## src/rtl/instr_prefetch_pkg.sv

```systemverilog
// Shared widths, FSM encoding and FIFO entry layout for the instruction
// prefetch stage.
package instr_prefetch_pkg;
  localparam int AW = 10;
  localparam int IW = 16;
  localparam int EW = IW + AW;
  localparam logic [AW-1:0] MEM_IDLE_ADDR_DEF = 10'h3FF;

  typedef enum logic [1:0] {
    S_IDLE    = 2'd0,
    S_WAIT    = 2'd1,
    S_DUMMY   = 2'd2,
    S_DISCARD = 2'd3
  } fetch_state_e;

  typedef struct packed {
    logic [IW-1:0] instr;
    logic [AW-1:0] pc;
  } fetch_entry_t;
endpackage

```

## src/rtl/instr_prefetch_fifo.sv

```systemverilog
// Small synchronous FIFO with flush; head is read straight from the
// storage registers so it is valid the cycle after the push.
module instr_prefetch_fifo #(
  parameter int DEPTH = 4,
  parameter int W     = 26,
  parameter int CW    = $clog2(DEPTH) + 1
) (
  input  logic          clk,
  input  logic          rst,
  input  logic          flush,
  input  logic          push,
  input  logic [W-1:0]  din,
  input  logic          pop,
  output logic [CW-1:0] count,
  output logic [W-1:0]  head
);
  localparam int PW = $clog2(DEPTH);

  logic [W-1:0]  mem [DEPTH];
  logic [PW-1:0] rd_ptr, wr_ptr;

  always_ff @(posedge clk) begin
    if (rst) begin
      rd_ptr <= '0;
      wr_ptr <= '0;
      count  <= '0;
      for (int i = 0; i < DEPTH; i++) mem[i] <= '0;
    end else if (flush) begin
      rd_ptr <= '0;
      wr_ptr <= '0;
      count  <= '0;
    end else begin
      if (push) begin
        mem[wr_ptr] <= din;
        wr_ptr      <= wr_ptr + 1'b1;
      end
      if (pop) rd_ptr <= rd_ptr + 1'b1;
      count <= count + CW'(push) - CW'(pop);
    end
  end

  assign head = mem[rd_ptr];
endmodule

```

## src/rtl/instr_prefetch.sv

```systemverilog
// Fetch stage: drives the SPI program memory address, buffers returned
// words in a FIFO and serves them to the decoder with valid/ready.
module instr_prefetch
  import instr_prefetch_pkg::*;
#(
  parameter int            DEPTH         = 4,
  parameter logic [AW-1:0] RESET_PC      = 10'h000,
  parameter logic [AW-1:0] MEM_IDLE_ADDR = MEM_IDLE_ADDR_DEF
) (
  input  logic          clk,
  input  logic          rst,
  output logic [AW-1:0] mem_addr,
  input  logic [IW-1:0] mem_instr,
  input  logic          mem_ready,
  input  logic          redirect,
  input  logic [AW-1:0] redirect_pc,
  output logic          out_valid,
  output logic [IW-1:0] out_instr,
  output logic [AW-1:0] out_pc,
  input  logic          out_ready
);
  localparam int CW = $clog2(DEPTH) + 1;

  fetch_state_e  state;
  logic [AW-1:0] fetch_pc, mem_last;
  logic [IW-1:0] copy_instr;
  logic          copy_valid;
  logic [CW-1:0] count;
  logic          push, pop, in_flight, can_issue, hit, done;
  fetch_entry_t  push_entry, head;

  assign in_flight = (state != S_IDLE);
  assign done      = in_flight && mem_ready;
  assign hit       = (fetch_pc == mem_last);
  assign can_issue = (state == S_IDLE) && !redirect && (count < CW'(DEPTH));
  assign pop       = out_valid && out_ready;

  // The memory only re-reads on an address change, so a repeat of the last
  // completed address is served from the captured copy.
  always_comb begin
    push       = 1'b0;
    push_entry = '{instr: copy_instr, pc: fetch_pc};
    if (state == S_WAIT && mem_ready && !redirect) begin
      push       = 1'b1;
      push_entry = '{instr: mem_instr, pc: mem_addr};
    end else if (can_issue && hit && copy_valid) begin
      push = 1'b1;
    end
  end

  always_ff @(posedge clk) begin
    if (rst) begin
      state      <= S_IDLE;
      mem_addr   <= MEM_IDLE_ADDR;
      mem_last   <= MEM_IDLE_ADDR;
      fetch_pc   <= RESET_PC;
      copy_instr <= '0;
      copy_valid <= 1'b0;
    end else begin
      if (done) begin
        mem_last   <= mem_addr;
        copy_instr <= mem_instr;
        copy_valid <= 1'b1;
        state      <= S_IDLE;
      end
      if (redirect) begin
        fetch_pc <= redirect_pc;
        if (state == S_WAIT && !mem_ready) state <= S_DISCARD;
      end else if (done) begin
        if (state == S_WAIT) fetch_pc <= fetch_pc + 1'b1;
      end else if (can_issue) begin
        if (!hit) begin
          mem_addr <= fetch_pc;
          state    <= S_WAIT;
        end else if (copy_valid) begin
          fetch_pc <= fetch_pc + 1'b1;
        end else begin
          // Force a throwaway read of a neighbour so the target becomes
          // an address change the memory will actually fetch.
          mem_addr <= {fetch_pc[AW-1:1], ~fetch_pc[0]};
          state    <= S_DUMMY;
        end
      end
    end
  end

  instr_prefetch_fifo #(.DEPTH(DEPTH), .W(EW), .CW(CW)) u_fifo (
    .clk   (clk),
    .rst   (rst),
    .flush (redirect),
    .push  (push),
    .din   (push_entry),
    .pop   (pop),
    .count (count),
    .head  (head)
  );

  assign out_valid = (count != '0);
  assign out_instr = head.instr;
  assign out_pc    = head.pc;
endmodule

```

## config.mk

```make
export PLATFORM = sky130hd
export DESIGN_NAME = instr_prefetch
export DESIGN_NICKNAME = d
export VERILOG_FILES = /design/src/rtl/instr_prefetch_pkg.sv /design/src/rtl/instr_prefetch_fifo.sv /design/src/rtl/instr_prefetch.sv
export SDC_FILE = /design/constraint.sdc
export NUM_CORES = 1
export LEC_CHECK = 0
export CAP_MARGIN = 40
export CORE_UTILIZATION = 50
export CTS_BUF_LIST = sky130_fd_sc_hd__clkbuf_8
export CTS_CLUSTER_SIZE = 28
export DETAILED_ROUTE_END_ITERATION = 7
export HOLD_SLACK_MARGIN = 0.03
export PLACE_DENSITY_LB_ADDON = 0.2
export SETUP_SLACK_MARGIN = 0.5
export SLEW_MARGIN = 20
export SYNTH_ARGS = -nofsm -noshare
export SYNTH_HDL_FRONTEND = slang
export SYNTH_HIERARCHICAL = 1
export SYNTH_SLANG_ARGS = --single-unit
```

## constraint.sdc

```tcl
create_clock -name clk -period 3.5 [get_ports clk]
set_input_delay 0.525 -clock clk [delete_from_list [all_inputs] [get_ports clk]]
set_output_delay 0.525 -clock clk [all_outputs]
set_load 0.01 [all_outputs]
```

==> key figures, run 1 <==
Layout
  – Leading cell type in the layout, fill and taps excluded: nor2_1
  – # fillers: 1191
  – Layout Nets: 748
  – Fin cells: 910
  – Layout Area Growth over Synthesis: 15.9%
  – Commonest non-fill, non-tap cells in the layout: nor2_1, edfxtp_1, clkdlybuf4s50_1, nand2_1, dfxtp_1
  – N_diodes: 0
  – Proportion of layout cells with a drive suffix above 1: 0.198

Worst setup path
  – FF-to-FF path depth: 7
  – Worst Path Max Fanout: 26
  – Largest delay share family, worst path: simple AND/OR/NAND/NOR gates
  – Critical Path RT: 3.61 ns
  – CP peak stage delay: 0.62 ns
  – WP data arrival: 3.06 ns
  – CP max-delay cell: or4b_2
  – Worst setup SP type: input pin
  – RR Startpoint: fetch_pc[1]$_SDFFE_PP0P_
  – Bufs and invs on worst path: 1
  – Crit path kind: in -> reg
  – Crit. End Element: register
  – FF-to-FF End: u_fifo/mem[0][12]$_SDFFCE_PN0P_
  – Cell chain of the critical path: clkdlybuf4s50_1 -> or4_4 -> nor2_2 -> nand4_1 -> o21ai_1 -> or4b_2 -> or2b_4
  – Reg2Reg Setup Slack: 0.60 ns

STA
  – Fmax: 338 MHz
  – Period utilization: 0.845
  – Final hold violations: 0
  – Rel. slew slack: 0.527
  – Final setup TNS: 0 ns
  – Max Transition Viols Final: 0
  – Clock skew: 0.0101 ns
  – # setup viols final: 0
  – Tmin final: 2.96 ns
  – Unrepaired setup endpoints after global routing: false
  – Worst-Margin Slew: 0.709 ns

Min path
  – Tightest Hold Check Type: reg -> reg
  – Hold path start: copy_instr[15]$_SDFFE_PP0P_
  – Cells on Worst Hold Path: 2
  – Worst Hold Path EP: copy_instr[15]$_SDFFE_PP0P_

Logic synthesis
  – Post-synth EDFFs: 104
  – Asr flop ratio synth: 0
  – Post-Syn Area: 0.00759 sq mm
  – Post-Syn Nets: 686
  – Synth cell types: 57
  – #FFs+latches synth: 162
  – Synth Flop Type: edfxtp_1
  – Synth Warn #: 6
  – Sequential share of the synthesized area: 0.564
  – Mean Syn Cell Area: 11.7 sq um
  – Cells after Synth: 651

GRT
  – Initial antenna violation count: 0
  – Pin count of the biggest net entering global routing: 62
  – Remaining Overflow, GRT: 0
  – First-pass GRT wire length: 26.4 mm
  – Vias in the first global route: 5013
  – GRT Total Usage: 0.222

Run
  – Maxcap violations: 0

Floorplanning
  – Starting Density: 0.517
  – Area of the die: 0.0157 sq mm
  – Die width: 125 microns
  – Std cell rows: 44
  – Core area: 0.0147 sq mm
  – Io pins: 68
  – Die Height: 125 microns

Clocking
  – CTS tree: built
  – Clock transition at path regs: 0.08 ns
  – Postcts setup bufs: 0
  – Htree depth: 4
  – Clk_lat worst skew: 0.45 ns
  – Cell at the root of the clock tree: clkbuf_8
  – CTS max path bufs: 2
  – CTS Buf Count: 17
  – Clock Sinks: 162

Pwr
  – Worst vdd ir: 0.210 mV
  – Total leakage power: 2.99 nW
  – Cell Pwr Density: 439 mW/mm^2

Place
  – # port buffers: 67
  – DP HPWL: 10.6 mm
  – GPL Wtd Cong: 0.821
  – Placed cell count: 877

Drt
  – Vias: 5151
  – Post-Route WL: 16.5 mm
  – Drt pass-1 iters: 7
  – First DRT Iteration DRCs: 580
  – Post-route ant nets: 0
  – Avg WL per Cell: 18.1 microns
  – Vias per cell: 5.66
  – DRC: 0

Status
  – Status: finished, final reports clean
## cells in the mapped netlist (12+ instances only)
master	n	area [sq um]
dfxtp_1	58	1160
nor2_1	113	424
nand2_1	64	240
nor3_1	13	65.1
nor2_4	20	225
clkbuf_1	31	116
mux4_2	26	586
nand2b_1	33	206
a21oi_1	34	170
nand3b_1	12	90.1
mux2_2	25	282
nand3_1	12	60.1
edfxtp_1	104	3120
## cell type report
type                    instances  area [sq um]  share of cell area
well taps                     184           230              0.0261
inverters                      10          37.5             0.00426
multi-input cells             430          3030               0.344
clock buffers                  17           234              0.0266
flip-flops and latches        162          4290               0.487
repair buffers                 92           882               0.100
clock inverters                15           101              0.0115
## routing by layer
metal / vias to the layer above / global-route usage / wire length (microns)
li1: 2428 / - / -
met3: 25 / 0.0449 / 953
met4: 0 / 0.0868 / 307
met2: 178 / 0.361 / 8070
met5: - / 0 / 0
met1: 2520 / 0.294 / 7150
## power by group
part	total, mW	switching [mW]	internal, mW
clock	1.20	0.660	0.539
combinational	0.471	0.251	0.220
sequential	2.19	0.0704	2.12
## worst max path at each step
| stage | depth (start not counted) | slack, ns | start | endpoint |
|---|---|---|---|---|
| after floorplan | 8 | 0.49 | redirect | u_fifo/mem[1][0]$_SDFFCE_PN0P_ |
| after global placement | 7 | 0.15 | redirect | u_fifo/mem[0][16]$_SDFFCE_PN0P_ |
| after detailed placement | 7 | 0.1 | redirect | u_fifo/mem[0][11]$_SDFFCE_PN0P_ |
| after CTS | 3 | 0.58 | register | out_instr[10] |
| after global routing | 13 | 0.51 | fetch_pc[1]$_SDFFE_PP0P_ | u_fifo/count[2]$_SDFF_PP0_ |
| final | 7 | 0.54 | redirect | u_fifo/mem[0][12]$_SDFFCE_PN0P_ |
## state kept, by name, summed over array words and instances, names as in the netlist, named ones only
register,flops
u_fifo/mem,104
copy_instr,16
fetch_pc,10
mem_addr,10
mem_last,10
u_fifo/count,3
state,2
u_fifo/rd_ptr,2
u_fifo/wr_ptr,2
copy_valid,1
## logic make-up after synthesis
logic type,after synthesis,synth area share
buffers and inverters,59,0.0382
DFF,162,0.564
and+or+nand+nor,296,0.202
xor gates and xnor gates,13,0.0170
adders and majority gates,4,0.00758
muxes,53,0.117
AOI/OAI and AO/OA,64,0.0539
## tightest hold or removal path, stage by stage, from the launching register on
cell and delay [ns]:
dfxtp_1 0.31, nand2_1 0.05, a21oi_1 0.05
## through the flow
| step | area (sq um) | setup slack (ns) | utilization | hold slack [ns] | total power, mW |
|---|---|---|---|---|---|
| after global placement | 8450 | 0.146 | 0.575 | 0.439 | 2.69 |
| after CTS | 8790 | 0.583 | 0.598 | 0.458 | 3.89 |
| final | 8810 | 0.544 | 0.599 | 0.454 | 3.86 |
| after floorplan | 7600 | 0.488 | - | 0.434 | 2.51 |
| after global routing | 8810 | 0.507 | 0.599 | 0.474 | 4.03 |
| after detailed placement | 8450 | 0.0968 | 0.575 | 0.447 | 2.70 |
## what timing repair did
item                       in CTS  in global routing
setup endpoints to repair      11                 20
resized for setup               1                  2
gates cloned                    0                  0
hold buffers                    0                  0
No activity file was read; power rests on OpenSTA's default activity.
==> inputs of run 2 (changes only) <==
==> constraint.sdc (replaced) <==
create_clock -name clk -period 2.9 [get_ports clk]
set_input_delay 0.435 -clock clk [delete_from_list [all_inputs] [get_ports clk]]
set_output_delay 0.435 -clock clk [all_outputs]
set_load 0.01 [all_outputs]
==> key figures, run 2 (synthesis results as in run 1) <==
Layout
  – Leading cell type in the layout, fill and taps excluded: nor2_1
  – Largest register FFs: 104 (unchanged)
  – Layout Nets: 770 (+2.9%)
  – Post-layout util: 0.621 (+0.0218)
  – Biggest register: u_fifo/mem
  – Commonest non-fill, non-tap cells in the layout: nor2_1, edfxtp_1, nand2_1, dfxtp_1, clkdlybuf4s50_1
  – Final Cell Area: 0.00913 sq mm (+3.6%)
  – Layout Area Growth over Synthesis: 20.2%
  – N_diodes: 0 (unchanged)
  – Largest regs: u_fifo/mem (104), copy_instr (16)
  – Proportion of layout cells with a drive suffix above 1: 0.237 (+0.0383)

STA
  – Final hold violations: 0 (unchanged)
  – Fmax: 403 MHz
  – # setup viols final: 0 (unchanged)
  – Period utilization: 0.856
  – Clock skew: 0.0122 ns (+0.00216 ns)
  – Rel. slew slack: 0.556 (+0.0287)
  – Unrepaired setup endpoints after global routing: true
  – Worst-Margin Slew: 0.666 ns (-0.0430 ns)
  – Max Transition Viols Final: 0 (unchanged)
  – Tmin final: 2.48 ns

Place
  – GPL Wtd Cong: 0.841 (+2.4%)
  – Dpl cell area: 0.00867 sq mm (+2.5%)
  – DP HPWL: 11.1 mm (+4.3%)
  – # port buffers: 67 (unchanged)

Floorplanning
  – Die Height: 125 microns (unchanged)
  – Core area: 0.0147 sq mm (unchanged)
  – Die width: 125 microns (unchanged)
  – Starting Density: 0.517 (unchanged)
  – Io pins: 68 (unchanged)
  – Std cell rows: 44 (unchanged)
  – Area of the die: 0.0157 sq mm (unchanged)

Worst setup path
  – Worst Path Max Fanout: 7 (-73%)
  – Critical Path RT: 3.06 ns (-0.55 ns)
  – WP data arrival: 2.64 ns (-0.42 ns)
  – Crit path kind: reg -> reg
  – Worst setup SP type: register
  – Crit. End Element: register

Clocking
  – Clk_lat worst skew: 0.45 ns (about the same)
  – CTS max path bufs: 2 (unchanged)
  – Htree depth: 4 (unchanged)
  – CTS Buf Count: 17 (unchanged)
  – Clock Sinks: 162 (unchanged)
  – CTS tree: built
  – Cell at the root of the clock tree: clkbuf_8
  – Hold_buf cts: 0 (unchanged)
  – Clock transition at path regs: 0.08 ns (about the same)

Drt
  – Vias per cell: 5.61 (-0.92%)
  – Avg WL per Cell: 18.2 microns (+0.19%)
  – First DRT Iteration DRCs: 418 (-28%)
  – Post-Route WL: 16.9 mm (+2.6%)
  – DRC: 5 (+5)
  – Post-route ant nets: 0 (unchanged)
  – Vias: 5227 (+1.5%)
  – Drt pass-1 iters: 8 (+1)

Status
  – Failing checks: design-rule violations
  – Status: finished with violations

GRT
  – Remaining Overflow, GRT: 0 (unchanged)
  – Vias in the first global route: 5332 (+6.4%)
  – Pin count of the biggest net entering global routing: 69 (+11%)
  – Initial antenna violation count: 0 (unchanged)
  – First-pass GRT wire length: 27.8 mm (+5.3%)
  – GRT Total Usage: 0.232 (+0.00960)

Run
  – Maxcap violations: 0 (unchanged)

Min path
  – Tightest Hold Check Type: in -> reg

Pwr
  – Total leakage power: 3.23 nW (+8.1%)
  – Worst vdd ir: 0.309 mV (+47%)
  – Cell Pwr Density: 519 mW/mm^2 (+18%)
## run 2: cell count changes in the layout (fill, tap and decap cells not counted), moves of 2 or more
cell             change
nand2b_2             +6
clkinv_1             -2
dlygate4sd2_1       +27
clkinvlp_2           -2
buf_4               +10
clkdlybuf4s50_1     -27
buf_12               +9
buf_6                +2
nand2b_1             -6
## run 2: report_power, final
group	total (mW)	leakage, nW	switching (mW)	internal (mW)
Sequential	2.63	1.55	0.0711	2.56
Combinational	0.631	1.49	0.332	0.299
Clock	1.47	0.188	0.793	0.680
Total	4.74	3.23	1.20	3.54
## run 2: worst max-delay path: stages, from the launching register on
cell,delay [ns]
dfxtp_2,0.32
or4_4,0.53
nor2_4,0.11
nand4_1,0.14
o21ai_2,0.12
or4b_4,0.49
or2b_4,0.26
buf_6,0.11
buf_12,0.11
## run 2: metrics by stage
stage	setup WS, ns	std cells	hold WS, ns	total power, mW	TNS [ns]
3_3_place_gp	-0.225	891	0.440	3.29	-9.73
6_report	0.417	932	0.391	4.74	0
5_1_grt	0.371	932	0.406	4.92	0
4_1_cts	0.423	931	0.361	4.76	0
2_1_floorplan	-0.0102	651	0.434	3.02	-0.266
3_5_place_dp	-0.282	891	0.444	3.31	-12.96
## run 2: what timing repair did
item	CTS	global route
pin swaps	5	1
endpoints found under the setup margin	80	61
gates resized for setup	38	4
setup buffers	7	0
cloned	1	0
## run 2: cell type report
cell class                      instances  area (sq um)
Multi-Input combinational cell        430          3060
Clock buffer                           18           248
Tap cell                              184           230
Sequential cell                       162          4290
Clock inverter                         14           100
Timing Repair Buffer                  114          1150
Fill cell                            1170          5570
Inverter                               10          37.5
## run 2: final timing paths
kind / start / end / slack (ns) / depth (start not counted)
setup reg to reg: state[1]$_SDFF_PP0_ / u_fifo/mem[0][11]$_SDFFCE_PN0P_ / 0.42 / 8
hold reg to reg: copy_instr[1]$_SDFFE_PP0P_ / copy_instr[1]$_SDFFE_PP0P_ / 0.45 / 2
setup / recovery: state[1]$_SDFF_PP0_ / u_fifo/mem[0][11]$_SDFFCE_PN0P_ / 0.42 / 8
hold / removal: rst / copy_instr[5]$_SDFFE_PP0P_ / 0.39 / 2
## run 2: routing by layer
metal	vias up	GRT usage	share of wire
li1	2470	-	-
met1	2564	0.307	0.44
met2	174	0.385	0.49
met3	19	0.0466	0.056
met4	0	0.0710	0.013
met5	-	0	0
